--- src/rtl/lb_pkg.sv ---
// Local-bus shared definitions: initiator FSM state encoding and
// default bus widths used by the master and the lb_* register slaves.
package lb_pkg;

    localparam int LB_DATA_WDTH_DFLT = 32;
    localparam int LB_ADDR_WDTH_DFLT = 32;

    typedef enum logic [1:0] {
        LB_IDLE = 2'd0,
        LB_REQ  = 2'd1,
        LB_WAIT = 2'd2,
        LB_RSP  = 2'd3
    } lb_state_e;

endpackage

--- src/rtl/lb_sat_cnt.sv ---
// Saturating statistic counter with synchronous clear (clear beats increment).
// Ports: lb_clk, lb_rst_n (async low), clr, inc, cnt[W-1:0].
module lb_sat_cnt #(
    parameter int W = 32
)(
    input  logic         lb_clk,
    input  logic         lb_rst_n,
    input  logic         clr,
    input  logic         inc,
    output logic [W-1:0] cnt
);

    localparam logic [W-1:0] ONE = W'(1);

    always_ff @(posedge lb_clk or negedge lb_rst_n) begin
        if (!lb_rst_n) begin
            cnt <= '0;
        end else if (clr) begin
            cnt <= '0;
        end else if (inc && (cnt != '1)) begin
            cnt <= cnt + ONE;
        end
    end

endmodule

--- src/rtl/lb_master_ctrl.sv ---
// Local-bus initiator: one command in, one lb_wreq/lb_rreq out, waits for
// the matching ack or a timeout, returns one response, keeps statistics.
// Ports: lb_clk, lb_rst_n; cmd_* (valid/ready command in); rsp_* (valid/ready
// response out); lb_w*/lb_r* (local-bus strobes, address, data, acks);
// cnt_clr and stat_wr_cnt/stat_rd_cnt/stat_to_cnt (saturating statistics).
module lb_master_ctrl
    import lb_pkg::*;
#(
    parameter int LB_DATA_WDTH = LB_DATA_WDTH_DFLT,
    parameter int LB_ADDR_WDTH = LB_ADDR_WDTH_DFLT,
    parameter int TIMEOUT_CYC  = 256,
    parameter int DGBCNT_WDTH  = 32
)(
    input  logic                    lb_clk,
    input  logic                    lb_rst_n,
    input  logic                    cmd_valid,
    output logic                    cmd_ready,
    input  logic                    cmd_wr,
    input  logic [LB_ADDR_WDTH-1:0] cmd_addr,
    input  logic [LB_DATA_WDTH-1:0] cmd_wdata,
    output logic                    rsp_valid,
    input  logic                    rsp_ready,
    output logic [LB_DATA_WDTH-1:0] rsp_rdata,
    output logic                    rsp_err,
    output logic                    lb_wreq,
    output logic [LB_ADDR_WDTH-1:0] lb_waddr,
    output logic [LB_DATA_WDTH-1:0] lb_wdata,
    input  logic                    lb_wack,
    output logic                    lb_rreq,
    output logic [LB_ADDR_WDTH-1:0] lb_raddr,
    input  logic [LB_DATA_WDTH-1:0] lb_rdata,
    input  logic                    lb_rack,
    input  logic                    cnt_clr,
    output logic [DGBCNT_WDTH-1:0]  stat_wr_cnt,
    output logic [DGBCNT_WDTH-1:0]  stat_rd_cnt,
    output logic [DGBCNT_WDTH-1:0]  stat_to_cnt
);

    // Timeout fires when the WAIT counter is about to reach this value,
    // so a response appears TIMEOUT_CYC cycles after the REQ cycle.
    localparam logic [15:0] TO_LAST = 16'(TIMEOUT_CYC - 1);

    lb_state_e state_q, state_d;

    logic        wr_q;
    logic [15:0] to_cnt_q;

    logic ack_hit, to_hit, accept;
    logic wr_done, rd_done, to_done;

    logic                    cmd_ready_d, rsp_valid_d, rsp_err_d;
    logic                    lb_wreq_d, lb_rreq_d;
    logic [LB_DATA_WDTH-1:0] rsp_rdata_d;

    // Only the ack matching the issued strobe counts.
    always_comb begin
        ack_hit = wr_q ? lb_wack : lb_rack;
        to_hit  = (to_cnt_q + 16'd1) == TO_LAST;
    end

    always_comb begin
        state_d = state_q;
        unique case (state_q)
            LB_IDLE: if (cmd_valid)          state_d = LB_REQ;
            LB_REQ:                          state_d = LB_WAIT;
            LB_WAIT: if (ack_hit || to_hit)  state_d = LB_RSP;
            LB_RSP:  if (rsp_ready)          state_d = LB_IDLE;
            default:                         state_d = LB_IDLE;
        endcase
    end

    always_comb begin
        accept  = (state_q == LB_IDLE) && cmd_valid;
        wr_done = (state_q == LB_WAIT) && wr_q && lb_wack;
        rd_done = (state_q == LB_WAIT) && !wr_q && lb_rack;
        to_done = (state_q == LB_WAIT) && !ack_hit && to_hit;

        cmd_ready_d = (state_d == LB_IDLE);
        rsp_valid_d = (state_d == LB_RSP);
        lb_wreq_d   = accept && cmd_wr;
        lb_rreq_d   = accept && !cmd_wr;
        rsp_rdata_d = rsp_rdata;
        rsp_err_d   = rsp_err;

        unique case (1'b1)
            wr_done: begin
                rsp_rdata_d = '0;
                rsp_err_d   = 1'b0;
            end
            rd_done: begin
                rsp_rdata_d = lb_rdata;
                rsp_err_d   = 1'b0;
            end
            to_done: begin
                rsp_rdata_d = '0;
                rsp_err_d   = 1'b1;
            end
            default: ;
        endcase
    end

    // cmd_ready comes out of reset high so a command can be taken
    // in the very first cycle.
    always_ff @(posedge lb_clk or negedge lb_rst_n) begin
        if (!lb_rst_n) begin
            state_q   <= LB_IDLE;
            wr_q      <= 1'b0;
            to_cnt_q  <= '0;
            cmd_ready <= 1'b1;
            rsp_valid <= 1'b0;
            rsp_rdata <= '0;
            rsp_err   <= 1'b0;
            lb_wreq   <= 1'b0;
            lb_rreq   <= 1'b0;
            lb_waddr  <= '0;
            lb_raddr  <= '0;
            lb_wdata  <= '0;
        end else begin
            state_q   <= state_d;
            cmd_ready <= cmd_ready_d;
            rsp_valid <= rsp_valid_d;
            rsp_rdata <= rsp_rdata_d;
            rsp_err   <= rsp_err_d;
            lb_wreq   <= lb_wreq_d;
            lb_rreq   <= lb_rreq_d;
            if (accept) begin
                wr_q     <= cmd_wr;
                lb_waddr <= cmd_addr;
                lb_raddr <= cmd_addr;
                lb_wdata <= cmd_wdata;
            end
            if (state_q == LB_REQ) begin
                to_cnt_q <= '0;
            end else if (state_q == LB_WAIT) begin
                to_cnt_q <= to_cnt_q + 16'd1;
            end
        end
    end

    lb_sat_cnt #(.W(DGBCNT_WDTH)) u_wr_cnt (
        .lb_clk   (lb_clk),
        .lb_rst_n (lb_rst_n),
        .clr      (cnt_clr),
        .inc      (wr_done),
        .cnt      (stat_wr_cnt)
    );

    lb_sat_cnt #(.W(DGBCNT_WDTH)) u_rd_cnt (
        .lb_clk   (lb_clk),
        .lb_rst_n (lb_rst_n),
        .clr      (cnt_clr),
        .inc      (rd_done),
        .cnt      (stat_rd_cnt)
    );

    lb_sat_cnt #(.W(DGBCNT_WDTH)) u_to_cnt (
        .lb_clk   (lb_clk),
        .lb_rst_n (lb_rst_n),
        .clr      (cnt_clr),
        .inc      (to_done),
        .cnt      (stat_to_cnt)
    );

endmodule

--- config.mk ---
export PLATFORM = sky130hd
export DESIGN_NAME = lb_master_ctrl
export DESIGN_NICKNAME = d
export VERILOG_FILES = /design/src/rtl/lb_pkg.sv /design/src/rtl/lb_sat_cnt.sv /design/src/rtl/lb_master_ctrl.sv
export SDC_FILE = /design/constraint.sdc
export NUM_CORES = 1
export LEC_CHECK = 0
export ABC_AREA = 1
export BUFFER_PORTS_ARGS = -buffer_cell sky130_fd_sc_hd__buf_2
export CAP_MARGIN = 20
export CORE_UTILIZATION = 48
export DETAILED_ROUTE_END_ITERATION = 10
export HOLD_SLACK_MARGIN = 0.12
export PLACE_DENSITY = 0.74
export SYNTH_ARGS = -nofsm -noshare
export SYNTH_HDL_FRONTEND = slang
export SYNTH_HIERARCHICAL = 1
export SYNTH_SLANG_ARGS = --single-unit
--- constraint.sdc ---
create_clock -name lb_clk -period 2.4 [get_ports lb_clk]
set_input_delay 0.12 -clock lb_clk [delete_from_list [all_inputs] [get_ports lb_clk]]
set_output_delay 0.12 -clock lb_clk [all_outputs]
set_load 0.05 [all_outputs]
# After elaboration in Yosys (flattened, before gate mapping)
# Index checks and enable logic that the tools add are counted.
[totals]
inputBits = 104
elab_cells = 67
output_inout_bits = 229
ff_bits = 216
[classes]
add_sub_neg = 4
reduce_logical = 26
n_eq_ne = 8
n_mux = 15
[ops]
columns = ["operator", "n"]
rows = [
  ["$mux W32", 6],
  ["$add A32 B1 Y32 const B", 3],
  ["$ne A32 B32 Y1 const B", 3],
  ["$pmux W32 S2", 1],
  ["$mux W16", 2],
  ["$add A16 B1 Y16 const B", 1],
  ["$eq A16 B8 Y1 const B", 1],
  ["$logic_and A1 B1 Y1", 12],
  ["$reduce_bool A2 Y1", 6],
  ["$pmux W2 S4", 1],
  ["$eq A2 B2 Y1 const B", 3],
  ["$mux W2", 3],
  ["$logic_not A2 Y1", 2],
  ["$reduce_or A2 Y1", 2],
  ["$logic_not A1 Y1", 3],
  ["$eq A2 B1 Y1 const B", 1],
  ["$pmux W1 S2", 1],
  ["$logic_or A1 B1 Y1", 1],
  ["$mux W1", 1],
]

# Depth between registers and ports, before layout
# Gate-level depths: netlist (run 1).
[logic_depth]
depth_word = 7
depth_mapped = 17
depth_no_buf = 16

# By module
# The synthesis (run 1) kept the hierarchy.
[by_module_without_submodules]
columns = ["module", "instances", "area_per_inst_um2", "cells_each"]
rows = [
  ["lb_sat_cnt", 3, 2243.4, 345],
  ["lb_master_ctrl", 1, 5396.4, 471],
]

# Worst setup path before layout (run 1)
# No wires, ideal clock.
[synth_timing]
path_kind = "register to register"
startpoint = "register to_cnt_q[1]"
endpoint = "register u_to_cnt.cnt[25]"
path_stages_with_launch = 17
synth_period_minus_slack_ns = 2.317
t_arrival_ns = 2.251
slack_ns = 0.083
path_cell_list = "dfrtp_1 > ha_1 > nand3_2 > nor2_4 > nand2_2 > nand2_1 > nand2_1 > nor2_1 > nand2_1 > nor2_2 > nand3b_2 > inv_1 > inv_1 > a21oi_1 > buf_2 > nand4_1 > nand2_1"
[synth_between]
elab_chain_len = 5
[synth_lines]
columns = ["element", "line_no", "rtl"]
rows = [
  ["from (decl)", "lb_master_ctrl.sv:46", "logic [15:0] to_cnt_q;"],
  ["from (signal assigned)", "lb_master_ctrl.sv:135", "to_cnt_q <= to_cnt_q + 16'd1;"],
  ["$add A16 B1 Y16", "lb_master_ctrl.sv:58", "to_hit = (to_cnt_q + 16'd1) == TO_LAST;"],
  ["$eq A16 B8 Y1", "lb_master_ctrl.sv:58", ""],
  ["$logic_and A1 B1 Y1", "lb_master_ctrl.sv:76", "to_done = (state_q == LB_WAIT) && !ack_hit && to_hit;"],
  ["$logic_and A1 B1 Y1", "lb_sat_cnt.sv:20", "end else if (inc && (cnt != '1)) begin"],
  ["$reduce_bool A2 Y1 (no line)", "n/a", ""],
  ["to (signal assigned)", "lb_sat_cnt.sv:21", "cnt <= cnt + ONE;"],
  ["to (decl)", "lb_sat_cnt.sv:10", "output logic [W-1:0] cnt"],
]
# Every way passes these cells.
# A chain may end at the register's enable or synchronous reset.

# Worst setup path after layout (run 1)
[layout_timing]
startpoint = "register to_cnt_q[1]"
endpoint = "register u_to_cnt.cnt[0]"
# Same word-level chain as after synthesis.

==> metrics, run 1 <==
WL final 35.9 mm; Mapped Avg Cell Area a little over 8 um^2; VDD IR max between 1 and 1.5 mV; share of synthesized cell area in and, or, nand and nor gates 0.319; clock root buffer clkbuf_16; grt total ovfl 0; sequential fraction of the synthesis area 0.446; f_max 0.435 GHz; commonest non-fill, non-tap cell in the layout nand2_1; DRT iter0 DRCs 854; Max Slew Vio Count 0; pre-CTS WS approximately 0.007 ns; CP top delay family simple AND/OR/NAND/NOR gates; num ports roughly 330; slowest CP cell dfrtp_1; drt wl/cell about 16 um; Remaining DRCs 0; main combinational cell family by area after synthesis simple AND/OR/NAND/NOR gates; Synth Area in Compound Gates 0.0351; area of the multi-input gates just under 6000 um^2; ANT nets after route 0; CP max stage delay about 0.42 ns; Synth Area in Adders 0.0103; Critical path buffers and inverters 3; Die Y 161 um; crit-path most repeated cell nand2_1; Worst R2R Path Depth 16; Tot Pwr 17.3 mW; Die Footprint roughly 26000 um^2; core area 24500 um^2; Area growth syn-to-layout 31.7%; placed cells between 2k and 2.5k; clock slew at reported path FFs about 0.060 ns; initial antenna violation count 1; number of global-route vias before repair 11.4k; Nets 2037; IO Port Bufs between 300 and 400; minimum clock period around 2.3 ns; Worst-Margin Slew 0.563 ns; outcome finished clean; critical path fanouts, max 7; DR pass1 iterations 5; Final Hold Viols 0; skew final slightly below 0.009 ns; Critical Path Source Type flop; post-synthesis cell area ~12000 um^2; arrival time worst endpoint around 2.8 ns; clk sinks between 200 and 250; Gate Count Post-Synth approximately 1.5k; leakage roughly 8 nW; FP Rows 57; Finish-stage setup viols 0; TritonCTS buffer count 25; worst hold-check path type in2async; WP depth 16; share of cells above drive strength 1 0.286; max_cap viols 0; FILL cells ~2.0k; via count between 10k and 15k; CP cell instances ha_4 -> nand3_4 -> nor2_4 -> nand2_1 -> nand2_1 -> nand2_1 -> nor2_1 -> nand2_1 -> nor2_4 -> nand3b_4 -> inv_4 -> inv_1 -> a21oi_4 -> buf_6 -> nand3_2 -> o21ai_2; Yosys warnings 6; die width about 160 um; effective utilization at floorplan 0.494; CTS max path bufs 3; relative slew slack 0.625; largest net degree at the start of global routing between 70 and 80; most frequent cells in the layout 465 x nand2_1, 331 x buf_2, 214 x dfrtp_1; worst-case hold slack about 0.16 ns; gpl congestion 0.927; period utilization 0.958; Post-Synth XOR/XNOR Area 0.0217; worst setup margin 0.101 ns; Critical Path RT ~2.9 ns; post-DP HPWL between 20 and 25 mm; number of distinct library cells after synthesis 37; Clock Latency Late Sink 0.53 ns; Pwr Density 1090 nW/um^2; Storage cell area 5410 um^2; Yosys reg bits about 220; final std cells w/o fill about 2.3k; first-pass GRT wire length between 50 and 60 mm; CP Class reg2reg; CTS tree done; GRT Util Overall 0.272; Synth Net Count roughly 1.6k; final setup TNS 0 ns; Max H-tree Level 1; fraction of synthesized area in multiplexers 0.0858; crit end category flop; vias per cell approximately 5.1
[layer usage]
metal / routed length (um) / global-route usage
met5: 0 / 0
met2: 17700 / 0.476
met1: 14600 / 0.336
met4: 1330 / 0.105
met3: 2240 / 0.0408
[cell families (layout without fill, tap and decap cells)]
kind of cell | count (synthesis) | count (layout)
simple gates | 875 | 875
flops | 216 | 216
buf+inv | 197 | 632
mux | 96 | 96
compound gates | 82 | 82
xor+xnor | 30 | 30
fa+ha+maj | 10 | 10
other cells | 0 | 1
[repair_timing]
item                       in CTS  in global routing
pin swaps                       0                 10
gates resized for setup         2                 27
gates cloned                    0                  1
setup endpoints to repair       1                 60
hold endpoints to repair      327                  0
hold buffers                  101                  0
buffers inserted                0                  4
[power by group]
part / internal, mW / switching (mW)
sequential: 4.56 / 0.617
clock: 2.60 / 1.59
combinational: 2.04 / 5.94
total: 9.20 / 8.14
[cell usage after synthesis]
master | number | area [um^2]
nand2_1 | 467 | 1750
dfrtp_1 | 215 | 5380
nor2_1 | 196 | 736
inv_1 | 119 | 447
nand3_1 | 110 | 551
mux2_2 | 64 | 721
buf_4 | 33 | 248
mux2i_1 | 32 | 320
nand4_1 | 30 | 188
o21ai_0 | 30 | 150
o21ai_1 | 30 | 150
nor2_2 | 26 | 163
xor2_1 | 17 | 149
buf_6 | 14 | 158
a21oi_1 | 13 | 65.1
xnor2_1 | 13 | 114
clkbuf_1 | 11 | 41.3
ha_1 | 10 | 125
nand2_2 | 10 | 62.6
nand2_4 | 10 | 113
nor2_4 | 9 | 101
buf_1 | 7 | 26.3
inv_2 | 6 | 22.5
o22ai_1 | 6 | 37.5
buf_2 | 5 | 25.0
a22oi_1 | 3 | 22.5
nand2_8 | 3 | 60.1
nand3b_1 | 3 | 22.5
nor2_8 | 3 | 60.1
or2_2 | 3 | 18.8
nand3_2 | 2 | 20.0
and3_1 | 1 | 6.26
buf_12 | 1 | 20.0
dfstp_2 | 1 | 26.3
dlygate4sd1_1 | 1 | 8.76
nand3b_2 | 1 | 11.3
nor3_1 | 1 | 5.00
[path summary, 6_finish.rpt]
kind	from	end	slack [ns]
worst max-delay path	to_cnt_q[1]	u_to_cnt/cnt[0]	0.10
min in group lb_clk	lb_wack	u_wr_cnt/cnt[21]	0.17
worst min register to register	lb_wdata[20]	lb_wdata[20]	0.50
worst min-delay path	lb_rst_n	rsp_rdata[5]	0.16
max in group asynchronous	lb_rst_n	u_rd_cnt/cnt[6]	1.48
worst max register to register	to_cnt_q[1]	u_to_cnt/cnt[0]	0.10
[through the flow]
stage	instance area, um^2	util
detailed placement	13900	0.567
CTS	15800	0.645
floorplan	12100	-
finish	16000	0.651
global placement	13900	0.567
global route	16000	0.651
[final cells by class]
| cell class | count | share of cell area |
|---|---|---|
| clock buffers | 32 | 0.0439 |
| diodes | 1 | 0.000157 |
| well taps | 324 | 0.0254 |
| inverters | 125 | 0.0298 |
| flip-flops and latches | 216 | 0.338 |
| multi-input cells | 1093 | 0.364 |
| repair buffers | 462 | 0.185 |
| clock inverters | 13 | 0.0130 |
[registers in the layout, indices dropped and copies added, names as in the netlist, 2 cells and up]
signal,count
lb_raddr,32
to_cnt_q,16
u_wr_cnt/cnt,32
state_q,2
u_rd_cnt/cnt,32
u_to_cnt/cnt,32
lb_wdata,32
rsp_rdata,32
Power figures use the tool's default switching activity.
==> run 2, diff against run 1 <==
- PLACE_DENSITY: 0.74 -> 0.77
==> run 2 against run 1 <==
Against the previous run:
- hold slack got worse by 0.021 ns
- worst setup slack improved by 0.00056 ns
- flip-flop and latch count unchanged
- first-iteration DRC count down 4.4%
- clock skew rose by 0.0015 ns
- sequential share of layout area up 0.13 points
- routed wire length rose by 2.3%
- largest cell class unchanged
==> metrics, run 2 (synthesis gave the netlist of run 1 again) <==
critical path fanouts, max 7; DRT iter0 DRCs 816; Worst-Margin Slew ~0.66 ns; commonest non-fill, non-tap cell in the layout nand2_1; WL final between 30 and 40 mm; ANT nets after route 0; die width roughly 160 um; CP Class reg2reg; crit-path most repeated cell nand2_1; crit end category flop; grt total ovfl 0; arrival time worst endpoint between 2 and 3 ns; ant diodes 0; Finished Core Util 0.649; Final Hold Viols 0; clock root buffer clkbuf_16; period utilization 0.958; Finish-stage setup viols 0; Nets just over 2k; VDD IR max roughly 1.1 mV; clock slew at reported path FFs approximately 0.060 ns; DR pass1 iterations 5; slowest CP cell dfrtp_1; max_cap viols 0; share of cells above drive strength 1 0.286; Max H-tree Level 1; hold path start rsp_ready; Storage cell area 5410 um^2; post-DP HPWL ~25 mm; Remaining DRCs 0; final setup TNS 0 ns; Critical Path Source Type flop; num ports approximately 330; IO Port Bufs between 300 and 400; Clock Latency Late Sink about 0.51 ns; Die Footprint about 26000 um^2; drt wl/cell ~16 um; CTS max path bufs 3; skew final between 0.01 and 0.015 ns; CP top delay family simple AND/OR/NAND/NOR gates; via count 11.7k; worst r2r src to_cnt_q[1]; vias per cell slightly above 5; Worst R2R Path Depth 17; FP Rows 57; Critical path buffers and inverters 4; relative slew slack 0.557; minimum clock period ~2.3 ns; TritonCTS buffer count 25; leakage 7.82 nW; WP depth 17; worst hold-check path type in2reg; worst-case hold slack approximately 0.14 ns; FILL cells 1944; effective utilization at floorplan 0.494; crit path from to_cnt_q[1]; core area 24500 um^2; Pwr Density about 1100 nW/um^2; largest net degree at the start of global routing 85; gpl congestion between 0.8 and 0.9; Max Slew Vio Count 0; Critical Path RT about 2.9 ns; final std cells w/o fill around 2.3k; placed cells 2116; RSZ-0062 raised after global routing yes; CTS tree done; number of global-route vias before repair ~11k; worst setup margin between 0.1 and 0.15 ns; CP max stage delay between 0.3 and 0.4 ns; GRT Util Overall 0.278; initial antenna violation count 0; f_max about 0.44 GHz; Die Y approximately 160 um; most frequent cells in the layout 465 x nand2_1, 331 x buf_2, 214 x dfrtp_1; clk sinks between 200 and 250; area of the multi-input gates 5830 um^2; first-pass GRT wire length between 50 and 60 mm; Area growth syn-to-layout 31.3%; pre-CTS WS -0.0234 ns; CP cell instances buf_6 -> ha_4 -> nand3_4 -> nor2_4 -> nand2_1 -> nand2_1 -> nand2_1 -> nor2_1 -> nand2_1 -> nor2_4 -> nand3b_4 -> inv_4 -> inv_2 -> a21oi_4 -> buf_6 -> nand4_1 -> nand2_1; hold path cells 6; outcome finished clean
run 2: cell types whose count changed in the layout (fill, tap and decap cells not counted), moves of 2 or more:
cell | previous run | this run
bufinv_16 | 5 | 3
nor2_1 | 194 | 196
buf_4 | 22 | 20
clkinvlp_4 | 4 | 1
xor2_1 | 17 | 15
dlygate4sd3_1 | 101 | 99
xor2_2 | 0 | 2
nor2_2 | 26 | 24
clkinv_2 | 2 | 6
run 2: through the flow:
step / instance area, um^2 / power (mW)
final: 15900 / 17.1
after CTS: 15800 / 17.0
after floorplan: 12100 / 11.4
after global routing: 15900 / 17.8
after global placement: 13900 / 12.8
after detailed placement: 13900 / 12.9
run 2: timing repair:
item                       4_1_cts  5_1_grt
hold endpoints to repair       197        0
setup endpoints to repair        9       58
hold buffers                    99        0
pin swaps                        0       14
resized for setup                1       30
buffers inserted                 0        2
gates cloned                     0        1
run 2: worst paths after layout:
| check | end | slack, ns |
|---|---|---|
| hold reg to reg | lb_wdata[4] | 0.50 |
| setup reg to reg | u_to_cnt/cnt[25] | 0.10 |
| setup / recovery | u_to_cnt/cnt[25] | 0.10 |
| hold / removal | state_q[1] | 0.14 |
| max in group asynchronous | lb_raddr[0] | 1.33 |
| min in group asynchronous | rsp_rdata[20] | 0.21 |
run 2: final cells by class:
type / instances / area share
tap: 324 / 0.0255
sequential: 216 / 0.340
timing repair buffer: 460 / 0.185
clock buffer: 32 / 0.0441
multi-input combinational: 1093 / 0.366
inverter: 125 / 0.0300
clock inverter: 12 / 0.00912
run 2: power by group:
part | leakage [nW] | internal, mW | total, mW | switching [mW]
Clock | 0.421 | 2.38 | 3.92 | 1.54
Combinational | 4.59 | 2.05 | 8.04 | 6.00
Sequential | 2.81 | 4.56 | 5.18 | 0.619
Total | 7.82 | 8.99 | 17.1 | 8.15
run 2: worst min-delay path: cells and delay by family:
family	cells	cell delay [ns]
buffers and inverters	2	0.17
and+or+nand+nor	3	0.20
AOI/OAI and AO/OA	1	0.13
run 2: layer usage:
metal  track usage  up-vias  share of wire
met3        0.0491       73          0.077
met1         0.338     5511           0.40
met5             0        -              0
li1              -     5606              -
met4        0.0982        0          0.033
met2         0.493      527           0.49
